[src/rtl/exc_irq_controller.sv]
// rtl/exc_irq_controller.sv - exception/interrupt controller for the single-cycle LEGv8 core
// Edge-latched, maskable, prioritised IRQ lines plus invalid-opcode and double-fault exceptions.
module exc_irq_controller #(
  parameter int N_IRQ = 4
) (
  input  logic             clk,
  input  logic             reset,
  input  logic [N_IRQ-1:0] ExtIRQ,
  input  logic [N_IRQ-1:0] IrqMask,
  input  logic             NotAnInstr,
  input  logic             ERet,
  input  logic             ExcAck,
  output logic             Exc,
  output logic [3:0]       EStatus,
  output logic [N_IRQ-1:0] ExtIAck,
  output logic             InHandler
);

  localparam logic [3:0] CAUSE_NONE   = 4'b0000;
  localparam logic [3:0] CAUSE_IRQ0   = 4'b0001;
  localparam logic [3:0] CAUSE_BADOP  = 4'b0010;
  localparam logic [3:0] CAUSE_DFAULT = 4'b0011;

  typedef enum logic [1:0] {
    IDLE    = 2'd0,
    TAKEN   = 2'd1,
    HANDLER = 2'd2
  } state_t;

  state_t           state, state_d;
  logic [N_IRQ-1:0] irq_q;
  logic [N_IRQ-1:0] pending;
  logic [3:0]       cause_q, cause_d;

  logic [2:0]       sel;
  logic             sel_valid;
  logic [2:0]       held_idx;
  logic             held_is_irq;

  logic             exc;
  logic [3:0]       estat;
  logic [N_IRQ-1:0] ack;
  logic             in_hnd;

  function automatic logic [3:0] irq_cause(input logic [2:0] idx);
    return (idx == 3'd0) ? CAUSE_IRQ0 : {1'b1, idx};
  endfunction

  function automatic logic [N_IRQ-1:0] line_onehot(input logic [2:0] idx);
    logic [N_IRQ-1:0] oh;
    for (int k = 0; k < N_IRQ; k++) begin
      oh[k] = (idx == 3'(k));
    end
    return oh;
  endfunction

  // Scanning downward leaves the lowest-index unmasked pending line in sel.
  always_comb begin
    sel       = 3'd0;
    sel_valid = 1'b0;
    for (int k = N_IRQ - 1; k >= 0; k--) begin
      if (pending[k] && !IrqMask[k]) begin
        sel       = 3'(k);
        sel_valid = 1'b1;
      end
    end
  end

  // Recover which line (if any) the latched cause refers to, for the ack in TAKEN.
  always_comb begin
    held_is_irq = cause_q[3] || (cause_q == CAUSE_IRQ0);
    held_idx    = cause_q[3] ? cause_q[2:0] : 3'd0;
  end

  always_comb begin
    state_d = state;
    cause_d = cause_q;
    exc     = 1'b0;
    estat   = CAUSE_NONE;
    ack     = '0;
    in_hnd  = 1'b0;
    case (state)
      IDLE: begin
        if (NotAnInstr) begin
          exc   = 1'b1;
          estat = CAUSE_BADOP;
        end else if (sel_valid) begin
          exc   = 1'b1;
          estat = irq_cause(sel);
          if (ExcAck) begin
            ack = line_onehot(sel);
          end
        end
        if (exc) begin
          cause_d = estat;
          state_d = ExcAck ? HANDLER : TAKEN;
        end
      end
      TAKEN: begin
        exc   = 1'b1;
        estat = cause_q;
        if (ExcAck) begin
          state_d = HANDLER;
          if (held_is_irq) begin
            ack = line_onehot(held_idx);
          end
        end
      end
      HANDLER: begin
        in_hnd = 1'b1;
        if (NotAnInstr) begin
          exc     = 1'b1;
          estat   = CAUSE_DFAULT;
          cause_d = CAUSE_DFAULT;
          state_d = ExcAck ? HANDLER : TAKEN;
        end else if (ERet) begin
          state_d = IDLE;
        end
      end
      default: begin
        state_d = IDLE;
      end
    endcase
  end

  // Set wins over the acknowledge clear when both hit the same line in one cycle.
  always_ff @(posedge clk) begin
    irq_q <= ExtIRQ;
    if (reset) begin
      state   <= IDLE;
      pending <= '0;
      cause_q <= CAUSE_NONE;
    end else begin
      state   <= state_d;
      cause_q <= cause_d;
      pending <= (pending & ~ack) | (ExtIRQ & ~irq_q);
    end
  end

  assign Exc       = exc & ~reset;
  assign EStatus   = reset ? CAUSE_NONE : estat;
  assign ExtIAck   = reset ? '0 : ack;
  assign InHandler = in_hnd & ~reset;

endmodule

[config.mk]
export PLATFORM = sky130hd
export DESIGN_NAME = exc_irq_controller
export DESIGN_NICKNAME = d
export VERILOG_FILES = /design/src/rtl/exc_irq_controller.sv
export SDC_FILE = /design/constraint.sdc
export NUM_CORES = 1
export LEC_CHECK = 0
export CAP_MARGIN = 0
export CORE_MARGIN = 10
export CORE_UTILIZATION = 45
export CTS_BUF_LIST = sky130_fd_sc_hd__clkbuf_16
export DETAILED_ROUTE_END_ITERATION = 8
export GPL_TIMING_DRIVEN = 0
export PLACE_DENSITY_LB_ADDON = 0.08
export REMOVE_ABC_BUFFERS = 1
export SKIP_CTS_REPAIR_TIMING = 1
export SLEW_MARGIN = 25
export SYNTH_ARGS = -nofsm -noshare
export SYNTH_HDL_FRONTEND = slang
export SYNTH_SLANG_ARGS = --single-unit
export TNS_END_PERCENT = 5
[constraint.sdc]
create_clock -name clk -period 1.3 [get_ports clk]
set_input_delay 0.26 -clock clk [delete_from_list [all_inputs] [get_ports clk]]
set_output_delay 0.26 -clock clk [all_outputs]
set_load 0.02 [all_outputs]
* Word level (Yosys, flattened, before mapping) *
Index checks and enable logic that the tools add are counted.

word-level totals
  bits in writable memories = 0
  memories kept = 0
  bits in latches = 0
  bits in registers = 14
  ROM bits = 0
  input bits = 13

cells by class
  muxes and demuxes = 37
  order comparisons = 0
  eq/ne operators = 13
  bitwise gates (word level) = 8
  div/mod/pow operators = 0
  multiply operators = 0
  reductions and logical operators = 15
  add/sub/neg operators = 0
  shifts and indexed selects = 0

operator list
  cell                                           number
  two-way mux 4 bit                              12
  one-hot mux 4 bit (2 select lines)             2
  two-way mux 2 bit                              7
  == test 3 x 2 -> 1 bit, second input constant  4
  two-way mux 3 bit                              4
  one-hot mux 4 bit (3 select lines)             1
  two-way mux 1 bit                              9
  bitwise AND 4 bit                              2
  inverter 4 bit                                 2
  == test 3 x 1 -> 1 bit, second input constant  2
  logical NOT 3 bit                              2
  != test 2 bit, second input constant           3
  one-hot mux 2 bit (3 select lines)             1
  AND reduction 3 bit                            2
  == test 4 x 1 -> 1 bit, second input constant  1
  logical AND 1 bit                              4
  logical NOT 1 bit                              4
  bitwise OR 4 bit                               1
  != test 3 bit, second input constant           1
  one-hot mux 1 bit (3 select lines)             1
  bitwise AND 1 bit                              2
  == test 2 x 1 -> 1 bit, second input constant  1
  == test 2 bit, second input constant           1
  logical NOT 2 bit                              1
  3 further kinds                                3

* Logic depth before layout (Yosys ltp) *
  word-level depth = 14
  depth in mapped cells = 5
  gate-level depth less buffers = 4

* Worst setup path after synthesis *
No wires, ideal clock.

  kind = register to output
  start = register state[0]
  end = output EStatus[0]
  slack = -183 ps
  data required time = 1040 ps
  data arrival time = 1223 ps
  stages on the path, launching flop included = 4
  cell sequence = dfxtp_1 > nand2b_1 > a21oi_1 > a21boi_0

between the ends
  longest elaborated chain between the ends = 3
  elaborated cells on any way between the ends = 5

ends and longest elaborated chain
  what                                   line  RTL
  start, declared                        30    state_t state, state_d;
  start signal, assigned                 134   state <= state_d;
  == test 2 bit (tied with other cells)  82    case (state)
  one-hot mux 4 bit (3 select lines) *   82
  two-way mux 4 bit *                    141   assign EStatus = reset ? CAUSE_NONE : estat;
  end, declared                          14    output logic [3:0] EStatus,

Every way passes the cells marked *; elsewhere a longest branch is shown, timed or not.

* Final worst setup path *
  start = register pending[1]
  end = output Exc

between the ends
  longest elaborated chain between the ends = 8

ends and longest elaborated chain
  what                                line  RTL
  start, declared                     32    logic [N_IRQ-1:0] pending;
  start signal, assigned              136   pending <= (pending & ~ack) | (ExtIRQ & ~irq_q);
  logical AND 1 bit                   62    if (pending[k] && !IrqMask[k]) begin
  two-way mux 1 bit (2 in series)     62
  two-way mux 1 bit                   87    end else if (sel_valid) begin
  two-way mux 1 bit                   84    if (NotAnInstr) begin
  two-way mux 1 bit                   82
  one-hot mux 1 bit (3 select lines)  82
  bitwise AND 1 bit                   140   assign Exc = exc & ~reset;
  end, declared                       13    output logic Exc,

Every way passes these cells. The select of a mux whose other input is x is not followed.

==> run_results.csv <==
group,metric,value,unit
floorplan,placementRows,14,
pwr,irDropWorstVdd,772.2,µV
global_route,grt_max_degree,15,
logic_synthesis,yosysWarnings,0,
sta,hold_viol,0,
placement,dp_hpwl,1.531,mm
critical_path,worstPathMaxFanout,3,
min_path,min_path_cells,2,
drt,postRouteAntennaNets,0,
finish,fin_nets,145,
finish,final_layout_size_suffix_gt1_frac,0.3359,
logic_synthesis,async_flop_share,0,
drt,wl_per_cell,16.67,µm
drt,top_layer_used,"met4",
sta,setup_tns,-2988,ps
min_path,min_to,"state[0]",
job,drv_cap,0,
logic_synthesis,synth_seq_area_share,0.3333,
floorplan,core_area,1577,µm²
global_route,grt_pass1_vias,714,
sta,slew_viol_final,0,
pwr,internal_power,1.009,mW
cts,clock_latency,240,ps
sta,post-route-min-period,1778,ps
run_status,status,"finished with violations",
pwr,p_seq_frac,0.349,
finish,num_antenna_cells,0,
critical_path,reg2reg_to,"state[0]",
floorplan,io_pins,23,
finish,area_delta_synth_final,55.77,%
pwr,p_leak,0.5743,nW
logic_synthesis,synthTopCellsByArea,"dfxtp_1 (33%), a21oi_1 (8.3%), nand2b_1 (7.2%)",
floorplan,die_x,61.66,µm
global_route,antenna_found_initial,0,
logic_synthesis,yosys_most_used_dff,"dfxtp_1",
logic_synthesis,yosys.area.top_type,"dfxtp_1",
critical_path,r2r-start,"pending[1]",
global_route,grt-ovfl-total,0,
critical_path,crit_slowest_cell,"o31a_2",
cts,clockBufferDepth,2,
sta,fin_crit_sh,1.368,
logic_synthesis,synthCells,101,
min_path,hp-start,"ExcAck",
critical_path,slowest_delay,440,ps
sta,clock.fmax,0.5625,GHz
logic_synthesis,yosysUniqueCellTypes,35,
sta,relSlewSlack,0.6166,
logic_synthesis,synth_edf_count,0,
cts,clock-sinks,13,
pwr,switchingPower,0.3760,mW
placement,gp_congestion,0.9101,
cts,cts_tree,"done",
critical_path,ff2ff_setup_slack,-80,ps
sta,setup_viol,10,
cts,htreeDepth,1,
drt,drc,0,
global_route,grt_pass1_wl,3.243,mm
drt,route.met3.wl,137,µm
drt,drt-initial-drc-count,27,
pwr,power_density,1138,nW/µm²
run_status,violations,"setup timing",
drt,vias,824,
logic_synthesis,syn_area,780.7,µm²
min_path,min_path_type,"in2reg",
critical_path,crit_arrival,1520,ps
sta,tightestPinTransition,574.1,ps
sta,fin_worst_skew,1.204,ps
critical_path,startpoint_type,"flip-flop",
sta,fin_ws,-477.8,ps
pwr,power,1.385,mW
logic_synthesis,ys_ff_latch,13,
cts,cts-buffers-inserted,3,
floorplan,fp.dieH,61.66,µm
critical_path,cp_data_required_time,1040,ps
cts,cts_root_buffer,"clkbuf_16",
cts,path_clk_slew,50,ps
critical_path,reg2reg_depth,4,
sta,rsz0062_at_grt,"yes",
pwr,pwr-share-comb,0.234,
drt,wirelength,2.450,mm
logic_synthesis,synth_top_area_frac,0.3333,
drt,route.layer.met1.wl,1.036,mm
pwr,clkPwrFrac,0.417,
placement,dpl_worst_slack,-1117,ps
drt,viasPerCell,5.605,
pwr,swShare,0.2716,
critical_path,crit_path_end_kind,"output port",
logic_synthesis,syn_area_per_cell,7.730,µm²
floorplan,start_util,0.4952,
floorplan,die_area,3801,µm²
critical_path,worstPathCellList,"or2b_1, nand4_1, o31a_2, buf_6",
critical_path,worstSetupPathType,"reg2out",
drt,firstDrtPassIters,4,
placement,io_buffers,21,
drt,wl_met2,1.253,mm
global_route,track_usage,0.1148,
[state kept, by name (all words and copies together), names as in the netlist]
name     flops
irq_q        4
pending      4
cause_q      3
state        2
[metal layers]
layer | global-route usage | vias to the layer above
li1 | - | 407
met1 | 0.1339 | 389
met2 | 0.1903 | 24
met3 | 0.03704 | 4
met4 | 0.04459 | 0
met5 | 0 | -
[synthesized netlist by cell type, types with 3 or more instances]
library cell and n:
nor3b_1 3, a31oi_1 3, nor2_1 10, o21a_1 3, a21oi_1 13, o21ai_0 3, nand2_1 9, inv_1 6
nor2b_1 3, buf_4 3, dfxtp_1 13, nand2b_1 9
[cells in the final DEF (no fill, tap or decap), types with 2 or more instances in the layout]
cell,synthesis,final
a21oi_1,13,11
a31oi_1,3,2
buf_2,0,2
buf_4,3,15
clkbuf_16,0,3
clkdlybuf4s50_1,0,5
dfxtp_1,13,10
dfxtp_4,0,2
dlymetal6s2s_1,0,7
inv_1,6,7
nand2_1,9,8
nand2b_1,9,6
nand2b_4,0,4
nor2_1,10,8
nor2b_4,1,3
nor3b_2,0,2
o21a_1,3,3
o21ai_0,3,2
o21ai_1,1,2
[layout make-up]
type | instances | area, µm²
clock buffers | 3 | 75.07
clock inverters | 1 | 3.754
fillers | 116 | 360.3
inverters | 6 | 22.52
multi-input cells | 77 | 549.3
flip-flops and latches | 13 | 269.0
well taps | 16 | 20.02
repair buffers | 31 | 276.5
[metrics by stage]
stage | area (µm²) | hold slack [ps] | util | instances
after floorplan | 743.2 | 287.7 | - | 96
after global placement | 973.4 | 482.7 | 0.6175 | 133
after detailed placement | 973.4 | 484.3 | 0.6175 | 133
after CTS | 1052 | 490.9 | 0.6675 | 137
after global routing | 1216 | 419.0 | 0.7714 | 147
final | 1216 | 396.0 | 0.7714 | 147
[worst max-delay path, delay by kind of cell (launching register included)]
family	cells	cell delay, ps
AND/OR/NAND/NOR	2	380
buffers and inverters	1	140
flip-flops	1	310
AO/OA/AOI/OAI	1	440
[power groups by stage]
stage               clock (mW)  combinational (mW)  sequential (mW)
floorplan                    0               0.147            0.468
global placement             0               0.243            0.481
detailed placement           0               0.246            0.481
CTS                      0.585               0.251            0.473
global route             0.603               0.350            0.487
finish                   0.577               0.324            0.484
[worst max-delay path by stage]
| stage | start | endpoint | slack (ps) | depth (start not counted) |
|---|---|---|---|---|
| finish | pending[1] | Exc | -480 | 4 |
| floorplan | state[0] | ExtIAck[0] | -340 | 3 |
| CTS | NotAnInstr | EStatus[1] | -1180 | 6 |
| global route | pending[1] | Exc | -520 | 4 |
| global placement | NotAnInstr | EStatus[1] | -1130 | 6 |
| detailed placement | NotAnInstr | EStatus[1] | -1120 | 6 |
[cell families after synthesis]
family,count (synthesis),share of synthesized area
DFF,13,0.3333
and+or+nand+nor,44,0.3253
xor gates and xnor gates,1,0.01122
other,1,0.004803
buffers and inverters,11,0.07691
AOI/OAI and AO/OA,31,0.2484
(Power assumes the default switching activity.)
